===== src/rtl/mole_scheduler_if.sv =====
// Game-side bundle for the mole scheduler: the game level, whack pulses in,
// and the lit mask plus score/miss counters out.
interface mole_scheduler_if #(
    parameter int WIDTH   = 18,
    parameter int SCORE_W = 8
);
    logic               game_active;
    logic [WIDTH-1:0]   hit_pulse;
    logic [WIDTH-1:0]   active_mask;
    logic [SCORE_W-1:0] score;
    logic [SCORE_W-1:0] miss_count;

    modport master (
        output game_active,
        output hit_pulse,
        input  active_mask,
        input  score,
        input  miss_count
    );

    modport slave (
        input  game_active,
        input  hit_pulse,
        output active_mask,
        output score,
        output miss_count
    );
endinterface


===== src/rtl/mole_scheduler.sv =====
// Whack-a-mole scheduler: lights one LFSR-chosen mole at a time, scores hits and
// timeouts. Define MOLE_SPEEDUP_EN to shorten the on-time every fourth hit.
//
// state | meaning
// IDLE  | no game; mask dark, counters hold last game's result
// PICK  | drawing a random index until one lands inside WIDTH
// ON    | one mole lit, waiting for a hit or the on-time to expire
// GAP   | dark pause before the next pick
module mole_scheduler #(
    parameter int WIDTH      = 18,
    parameter int ON_CYCLES  = 50_000_000,
    parameter int GAP_CYCLES = 25_000_000,
    parameter int SCORE_W    = 8
) (
    input logic             clk,
    input logic             rst_n,
    mole_scheduler_if.slave bus
);
    localparam int MAX_CYC = (ON_CYCLES > GAP_CYCLES) ? ON_CYCLES : GAP_CYCLES;
    localparam int CNT_W   = $clog2(MAX_CYC + 1);

    localparam logic [CNT_W-1:0]   ON_FULL   = CNT_W'(ON_CYCLES);
    localparam logic [CNT_W-1:0]   GAP_LOAD  = CNT_W'(GAP_CYCLES - 1);
    localparam logic [SCORE_W-1:0] SCORE_MAX = '1;
    localparam logic [5:0]         WIDTH_6   = 6'(WIDTH);

    typedef enum logic [1:0] {IDLE, PICK, ON, GAP} state_t;

    state_t             state;
    logic [15:0]        lfsr;
    logic [CNT_W-1:0]   cnt;
    logic               game_d;
    logic [WIDTH-1:0]   mask_q;
    logic [SCORE_W-1:0] score_q;
    logic [SCORE_W-1:0] miss_q;

    logic               lfsr_fb;
    logic [4:0]         idx;
    logic               hit;
    logic               game_rise;
    logic [SCORE_W-1:0] score_inc;
    logic [SCORE_W-1:0] miss_inc;
    logic [CNT_W-1:0]   on_load;

    assign lfsr_fb   = lfsr[0] ^ lfsr[2] ^ lfsr[3] ^ lfsr[5];
    assign idx       = lfsr[4:0];
    assign hit       = |(bus.hit_pulse & mask_q);
    assign game_rise = bus.game_active & ~game_d;
    assign score_inc = (score_q == SCORE_MAX) ? score_q : score_q + 1'b1;
    assign miss_inc  = (miss_q == SCORE_MAX) ? miss_q : miss_q + 1'b1;

`ifdef MOLE_SPEEDUP_EN
    localparam logic [CNT_W-1:0] ON_STEP  = CNT_W'(ON_CYCLES / 8);
    localparam logic [CNT_W-1:0] ON_FLOOR = CNT_W'(ON_CYCLES / 4);

    logic [CNT_W-1:0] on_time;
    logic             speed_step;

    // Only a real increment counts; a saturated score never speeds things up.
    assign speed_step = (state == ON) && bus.game_active && hit &&
                        (score_q != SCORE_MAX) && (score_inc[1:0] == 2'b00);
    assign on_load    = on_time - 1'b1;

    always_ff @(posedge clk or negedge rst_n) begin
        if (!rst_n) begin
            on_time <= ON_FULL;
        end else if ((state == IDLE) && bus.game_active && game_rise) begin
            on_time <= ON_FULL;
        end else if (speed_step) begin
            if (on_time >= ON_FLOOR + ON_STEP) begin
                on_time <= on_time - ON_STEP;
            end else begin
                on_time <= ON_FLOOR;
            end
        end
    end
`else
    assign on_load = ON_FULL - 1'b1;
`endif

    always_ff @(posedge clk or negedge rst_n) begin
        if (!rst_n) begin
            state   <= IDLE;
            lfsr    <= 16'hACE1;
            cnt     <= '0;
            game_d  <= 1'b1;
            mask_q  <= '0;
            score_q <= '0;
            miss_q  <= '0;
        end else begin
            lfsr   <= {lfsr_fb, lfsr[15:1]};
            game_d <= bus.game_active;
            if (!bus.game_active) begin
                state  <= IDLE;
                mask_q <= '0;
                cnt    <= '0;
            end else begin
                case (state)
                    IDLE: begin
                        if (game_rise) begin
                            score_q <= '0;
                            miss_q  <= '0;
                            state   <= PICK;
                        end
                    end
                    PICK: begin
                        if ({1'b0, idx} < WIDTH_6) begin
                            mask_q <= WIDTH'(1) << idx;
                            cnt    <= on_load;
                            state  <= ON;
                        end
                    end
                    ON: begin
                        // A hit on the last lit cycle wins over the timeout.
                        if (hit) begin
                            score_q <= score_inc;
                            mask_q  <= '0;
                            cnt     <= GAP_LOAD;
                            state   <= GAP;
                        end else if (cnt == '0) begin
                            miss_q <= miss_inc;
                            mask_q <= '0;
                            cnt    <= GAP_LOAD;
                            state  <= GAP;
                        end else begin
                            cnt <= cnt - 1'b1;
                        end
                    end
                    GAP: begin
                        if (cnt == '0) begin
                            state <= PICK;
                        end else begin
                            cnt <= cnt - 1'b1;
                        end
                    end
                    default: state <= IDLE;
                endcase
            end
        end
    end

    assign bus.active_mask = mask_q;
    assign bus.score       = score_q;
    assign bus.miss_count  = miss_q;
endmodule

===== src/flat_wrapper.sv =====
// flat-port wrapper written by rule: the top's interface ports become plain ports
module mole_scheduler_flat 
#(
    parameter int WIDTH      = 18,
    parameter int ON_CYCLES  = 50_000_000,
    parameter int GAP_CYCLES = 25_000_000,
    parameter int SCORE_W    = 8
)
  (clk, rst_n, bus_game_active, bus_hit_pulse, bus_active_mask, bus_score, bus_miss_count);
  mole_scheduler_if #(.WIDTH(WIDTH), .SCORE_W(SCORE_W)) bus_i ();
  input logic clk;
  input logic rst_n;
  input wire logic [$bits(bus_i.game_active)-1:0] bus_game_active;
  input wire logic [$bits(bus_i.hit_pulse)-1:0] bus_hit_pulse;
  output wire logic [$bits(bus_i.active_mask)-1:0] bus_active_mask;
  output wire logic [$bits(bus_i.score)-1:0] bus_score;
  output wire logic [$bits(bus_i.miss_count)-1:0] bus_miss_count;
  assign bus_i.game_active = bus_game_active;
  assign bus_i.hit_pulse = bus_hit_pulse;
  assign bus_active_mask = bus_i.active_mask;
  assign bus_score = bus_i.score;
  assign bus_miss_count = bus_i.miss_count;
  mole_scheduler #(.WIDTH(WIDTH), .ON_CYCLES(ON_CYCLES), .GAP_CYCLES(GAP_CYCLES), .SCORE_W(SCORE_W)) u_core (.clk(clk), .rst_n(rst_n), .bus(bus_i));
endmodule

===== config.mk =====
export PLATFORM = sky130hd
export DESIGN_NAME = mole_scheduler_flat
export DESIGN_NICKNAME = d
export VERILOG_FILES = /design/src/rtl/mole_scheduler_if.sv /design/src/rtl/mole_scheduler.sv /design/src/flat_wrapper.sv
export SDC_FILE = /design/constraint.sdc
export NUM_CORES = 1
export LEC_CHECK = 0
export BUFFER_PORTS_ARGS = -buffer_cell sky130_fd_sc_hd__buf_2
export CORE_UTILIZATION = 25
export CTS_CLUSTER_DIAMETER = 60
export DETAILED_ROUTE_END_ITERATION = 8
export PLACE_DENSITY = 0.42
export SLEW_MARGIN = 20
export SYNTH_ARGS = -nofsm -noshare
export SYNTH_HDL_FRONTEND = slang
export SYNTH_SLANG_ARGS = --single-unit
export TNS_END_PERCENT = 5

===== constraint.sdc =====
create_clock -name clk -period 4.44 [get_ports clk]
set_input_delay 0.222 -clock clk [delete_from_list [all_inputs] [get_ports clk]]
set_output_delay 0.222 -clock clk [all_outputs]
set_load 0.03 [all_outputs]

## Word level (Yosys, flattened, before mapping)

Index checks and enable logic that the tools add are counted.
W data, S select, Z words.

- Logic and storage cells: 71
- Input port bits: 21
- Bits in registers: 79

- Reductions and logical operators: 9
- Order comparisons: 1
- Bitwise logic cells: 6
- $add $sub $neg: 3
- Shifts and indexed selects: 1
- Mux-type cells: 26
- Eq/ne operators: 18

Operators by type and width:

| cell | number |
|---|---|
| $mux W26 | 5 |
| $pmux W26 S3 | 1 |
| $mux W18 | 4 |
| $mux W8 | 6 |
| $pmux W18 S2 | 1 |
| $pmux W8 S2 | 2 |
| $logic_not A26 Y1 | 1 |
| $sub A26 B1 Y26 const B | 1 |
| $and A18 B18 Y18 | 1 |
| $reduce_or A18 Y1 | 1 |
| $shl A1 B5 Y18 const A | 1 |
| $add A8 B1 Y8 const B | 2 |
| $eq A8 B8 Y1 const B | 2 |
| $mux W2 | 6 |
| $ne A3 B2 Y1 const B | 3 |
| $pmux W2 S4 | 1 |
| $ne A2 B1 Y1 const B | 3 |
| $ne A2 B2 Y1 const B | 3 |
| $reduce_and A3 Y1 | 2 |
| $reduce_and A6 Y1 | 1 |
| $lt A5 B5 Y1 const B | 1 |
| $reduce_and A5 Y1 | 1 |
| $eq A2 B2 Y1 const B | 2 |
| $ne A4 B1 Y1 const B | 1 |
| 10 further kinds | 12 |

## Longest topological paths before layout

- Depth in word-level cells: 5
- Gate-level depth with buffers: 10

## Worst setup path before layout

OpenSTA, ideal clock, no wires.

- Kind: reg-to-reg
- Start: register u_core.state[0]
- End: register u_core.cnt[19]
- Clock period less this slack: 2.218 ns
- Arrival time: 2.091 ns
- Path slack: 2.222 ns
- Setup time: 0.127 ns
- Cell stages (with the launch flop): 10
- Path through: dfrtp_1 ha_1 buf_2 or2_2 clkbuf_1 o32a_1 o21a_1 nand2_1 a2bb2oi_1 o31ai_1

- Longest elaborated chain between the ends: 3
- Elaborated cells on any way between the ends: 9
- Those cells by class: eq/ne (6); mux (2); reduce/logical (1)

RTL lines:

| what | line | source |
|---|---|---|
| from (decl) | mole_scheduler.sv:29 | `state_t state;` |
| from (signal assigned) | mole_scheduler.sv:83 | `state <= IDLE;` |
| from (signal assigned) | mole_scheduler.sv:94 | `state <= IDLE;` |
| from (signal assigned) | mole_scheduler.sv:103 | `state <= PICK;` |
| $eq A2 B1 Y1 / $eq A2 B2 Y1 (equally long branches) | mole_scheduler.sv:98 | `case (state)` |
| $ne A4 B1 Y1 (no line) (tied with other cells) | -- |  |
| $reduce_and A3 Y1 (no line) / $mux W26 (equally long branches) | -- |  |
| to (signal assigned) | mole_scheduler.sv:109 | `cnt <= on_load;` |
| to (signal assigned) | mole_scheduler.sv:126 | `cnt <= cnt - 1'b1;` |
| to (signal assigned) | mole_scheduler.sv:133 | `cnt <= cnt - 1'b1;` |
| to (decl) | mole_scheduler.sv:31 | `logic [CNT_W-1:0] cnt;` |

Parallel ways exist; a longest one is shown, timed or not.
A chain may end at the register's enable or synchronous reset.

## Worst setup path in the final report

- Start: register u_core.state[0]
- End: register u_core.cnt[14]

The elaborated chain is that of the path after synthesis.

==> results by group <==
Global routing
  • Vias in the first global route: 3,516
  • Largest net degree at the start of global routing: 46
  • Initial antenna violation count: 0
  • Total grt overflow: 0
  • First-pass GRT wire length: roughly 19,000 um
  • Total track usage: 13.80%

Synthesis
  • Post-synth EDFFs: 0
  • Avg Synthesized Cell Area: 10.27 sq um
  • Ys async rst share: 100.0%
  • Largest cells by area after synthesis: dfrtp_1 41%, dfstp_2 5.5%, nand2_1 3.7%
  • Post-synthesis sequential area ratio: 45.99%
  • Ys Warns: 0
  • Top-area cell type share of the netlist area: 40.52%
  • Synthesized Nets: 449
  • Area leader, netlist: dfrtp_1
  • Prevailing post-synth register cell: dfrtp_1
  • Register bit total from synthesis: just under 80
  • Yosys cell types: roughly 70
  • Synthesized area: about 4300 sq um
  • Gate Count Post-Synth: 421

Worst setup path
  • CP max-delay cell: o21a_1
  • Crit end category: flip-flop
  • Delay of the slowest critical-path stage: 570 ps
  • CP delay by family, top: compound AO/OA/AOI/OAI gates
  • Crit path DAT: 3250 ps
  • CP Class: flip-flop to flip-flop
  • Crit path buf inv count: 1
  • Critical path peak fanout: 17
  • Worst-path cell chain: inv_1 -> ha_1 -> or2_2 -> o32a_1 -> o21a_1 -> nand2_1 -> o31a_1 -> o21ai_0
  • CP required: 4700 ps
  • CP startpoint kind: flip-flop

Status
  • Status: complete, no violations

Finish
  • Share of layout cells above drive strength 1: around 24%
  • Post-route cell area: 5090 sq um
  • Area of the multi-input gates: 2180 sq um
  • Fillers: 1,768
  • Final Net Count: 501
  • Register area: 1988 sq um
  • Synth-to-Final Area Change: 17.74%
  • Diodes inserted: 0

STA
  • Skew final: 6.679 ps
  • Unrepaired setup endpoints after global routing: no
  • Final period utilization: 67.29%
  • Final setup viols: 0
  • Final Slew Violations: 0
  • Final Hold Fails: 0
  • Maximum clock rate: 334.7 MHz
  • Setup TNS: 0 ps
  • Fin crit period: between 2000 and 3000 ps
  • Worst slew margin: 42.80%
  • Worst Tran Pin Value: 850.9 ps

Routing
  • Drc violations: 0
  • Post-DRT Antenna Nets: 0
  • Via-per-instance ratio: just over 5
  • Routed vias: 3,558
  • Post-Route WL: 11,630 um
  • WL/cell: 16.66 um
  • Iteration-0 DRC count of the detailed router: 182
  • 1st-pass router iterations: 4

Floorplan
  • Die area: 17,820 sq um
  • # rows: 47
  • Die height: 133.5 um
  • IO Pins: 55
  • Die X: 133.5 um
  • Core Footprint: approximately 17,000 sq um
  • Initial Utilization: around a quarter

Clock tree
  • CTS tree: built
  • Clock Path Buffers: 2
  • CTS root buffer: clkbuf_16
  • Sinks on Clock Net: 79
  • Number of buffers created by CTS: 9
  • Post-CTS sizing: 0
  • # H-tree levels: 3
  • Clk slew on worst S/H paths: around 60 ps
  • Clock Latency Late Sink: approximately 340 ps

Run
  • Max Cap Viol: 0

Power
  • PwrDens: 486.6 nW/um^2
  • Tot Pwr: 2.477 mW
  • Leakage: 2.283 nW
  • Peak supply drop: 0.3140 mV

Min path
  • Worst min-delay path class: primary input to flip-flop

Placement
  • DP Wirelength: 8224 um
  • Final RePlAce weighted congestion: ~0.85
  • DP Area: around 4800 sq um
  • PortBufs: 54
cells in the final DEF, fill, tap and decap left out, types with 3 or more instances in the layout:
cell type and count:
o211ai_1 4, clkbuf_16 9, ha_1 7, a2bb2oi_1 3
a21oi_1 7, nand2_1 43, o2bb2ai_1 3, o21ai_0 20
nor2_1 37, a22oi_1 11, or2_2 3, inv_1 8
buf_4 4, or3_1 6, o31ai_1 5, o21a_1 5
a32o_1 6, nand2b_1 3, mux2_4 10, a22o_1 7
a21o_1 5, xor2_1 7, and3_1 11, dfrtp_1 70
dfstp_2 9, nand3_1 22, buf_2 53, o311ai_0 8
nand4_1 8, or4_1 4, nor3_2 3, nor4_1 8
xnor2_1 6, mux2i_1 4, a31oi_1 3, nor3_1 10
routing by layer:
metal  vias to the layer above  GRT usage (%)  routed length [um]
met5                         -              0                   0
met4                         0          6.818                 255
met3                        21          3.311                 372
met2                        75          20.95                5357
met1                      1773          18.32                5645
li1                       1689              -                   -
Yosys cell counts, drive strengths merged, types with 2 or more instances:
master and n:
a21o 6, a21oi 8, a22o 8, a22oi 11, a2bb2oi 3, a31oi 4
a32o 6, a41oi 2, and3 11, buf 11, clkbuf 6, dfrtp 70
dfstp 9, ha 7, inv 8, mux2 12, mux2i 4, nand2 43
nand2b 3, nand3 24, nand3b 2, nand4 8, nor2 37, nor3 13
nor4 12, nor4b 2, o211a 2, o211ai 4, o21a 5, o21ai 22
o2bb2ai 4, o311ai 8, o31ai 5, or2 3, or3 8, or4 4
xnor2 6, xor2 7
worst paths after layout:
path | end | start | cells after the start | slack [ps]
min reg2reg | u_core.lfsr[7] | u_core.lfsr[8] | 0 | 350
max in group asynchronous | u_core.lfsr[12] | rst_n | 3 | 3100
min in group asynchronous | u_core.bus.active_mask[4] | rst_n | 2 | 370
min | u_core.game_d | bus_game_active | 1 | 270
max | u_core.cnt[14] | u_core.state[0] | 8 | 1450
max reg2reg | u_core.cnt[14] | u_core.state[0] | 8 | 1450
power by group:
part	total, mW	switching (mW)	internal [mW]
Sequential	0.930	0.118	0.812
Combinational	0.778	0.493	0.285
Clock	0.769	0.315	0.454
cells by family (layout without fill, tap and decap cells):
logic type      Yosys count  count (layout)  synth area share [%]
flops                    79              79                 45.99
simple gates            174             174                 21.65
fa+ha+maj                 7               7                 2.026
xor+xnor                 13              13                 2.634
compound gates          106             106                 19.19
mux                      16              16                 4.920
buf+inv                  26              83                 3.589
cell type report:
cell class	instances	share of cell area, %
inverter	9	0.6637
sequential	79	39.06
multi-input combinational	316	42.82
clock inverter	6	1.352
clock buffer	10	4.695
tap	220	5.408
timing repair buffer	58	5.998
sequential cells by signal, summed over array words and instances, names as in the netlist:
| name | flops |
|---|---|
| u_core.cnt | 26 |
| u_core.bus.active_mask | 18 |
| u_core.lfsr | 16 |
| u_core.bus.miss_count | 8 |
| u_core.bus.score | 8 |
| u_core.state | 2 |
| u_core.game_d | 1 |
metrics by stage:
step / utilization [%] / setup slack [ps] / instances / hold slack, ps
final: 30.37 / 1452 / 698 / 270.8
after global routing: 30.37 / 1203 / 698 / 263.8
after CTS: 30.37 / 1456 / 698 / 247.7
after detailed placement: 28.47 / 1461 / 681 / 218.7
after global placement: 28.47 / 1596 / 681 / 212.7
after floorplan: - / 2222 / 421 / -73.59
repair_timing:
| item | in CTS | in global routing |
|---|---|---|
| buffers inserted | 0 | 0 |
| hold endpoints to repair | 33 | 0 |
| hold buffers | 1 | 0 |
| setup endpoints to repair | 0 | 0 |
Note: power is estimated with default switching activity, not from simulation.
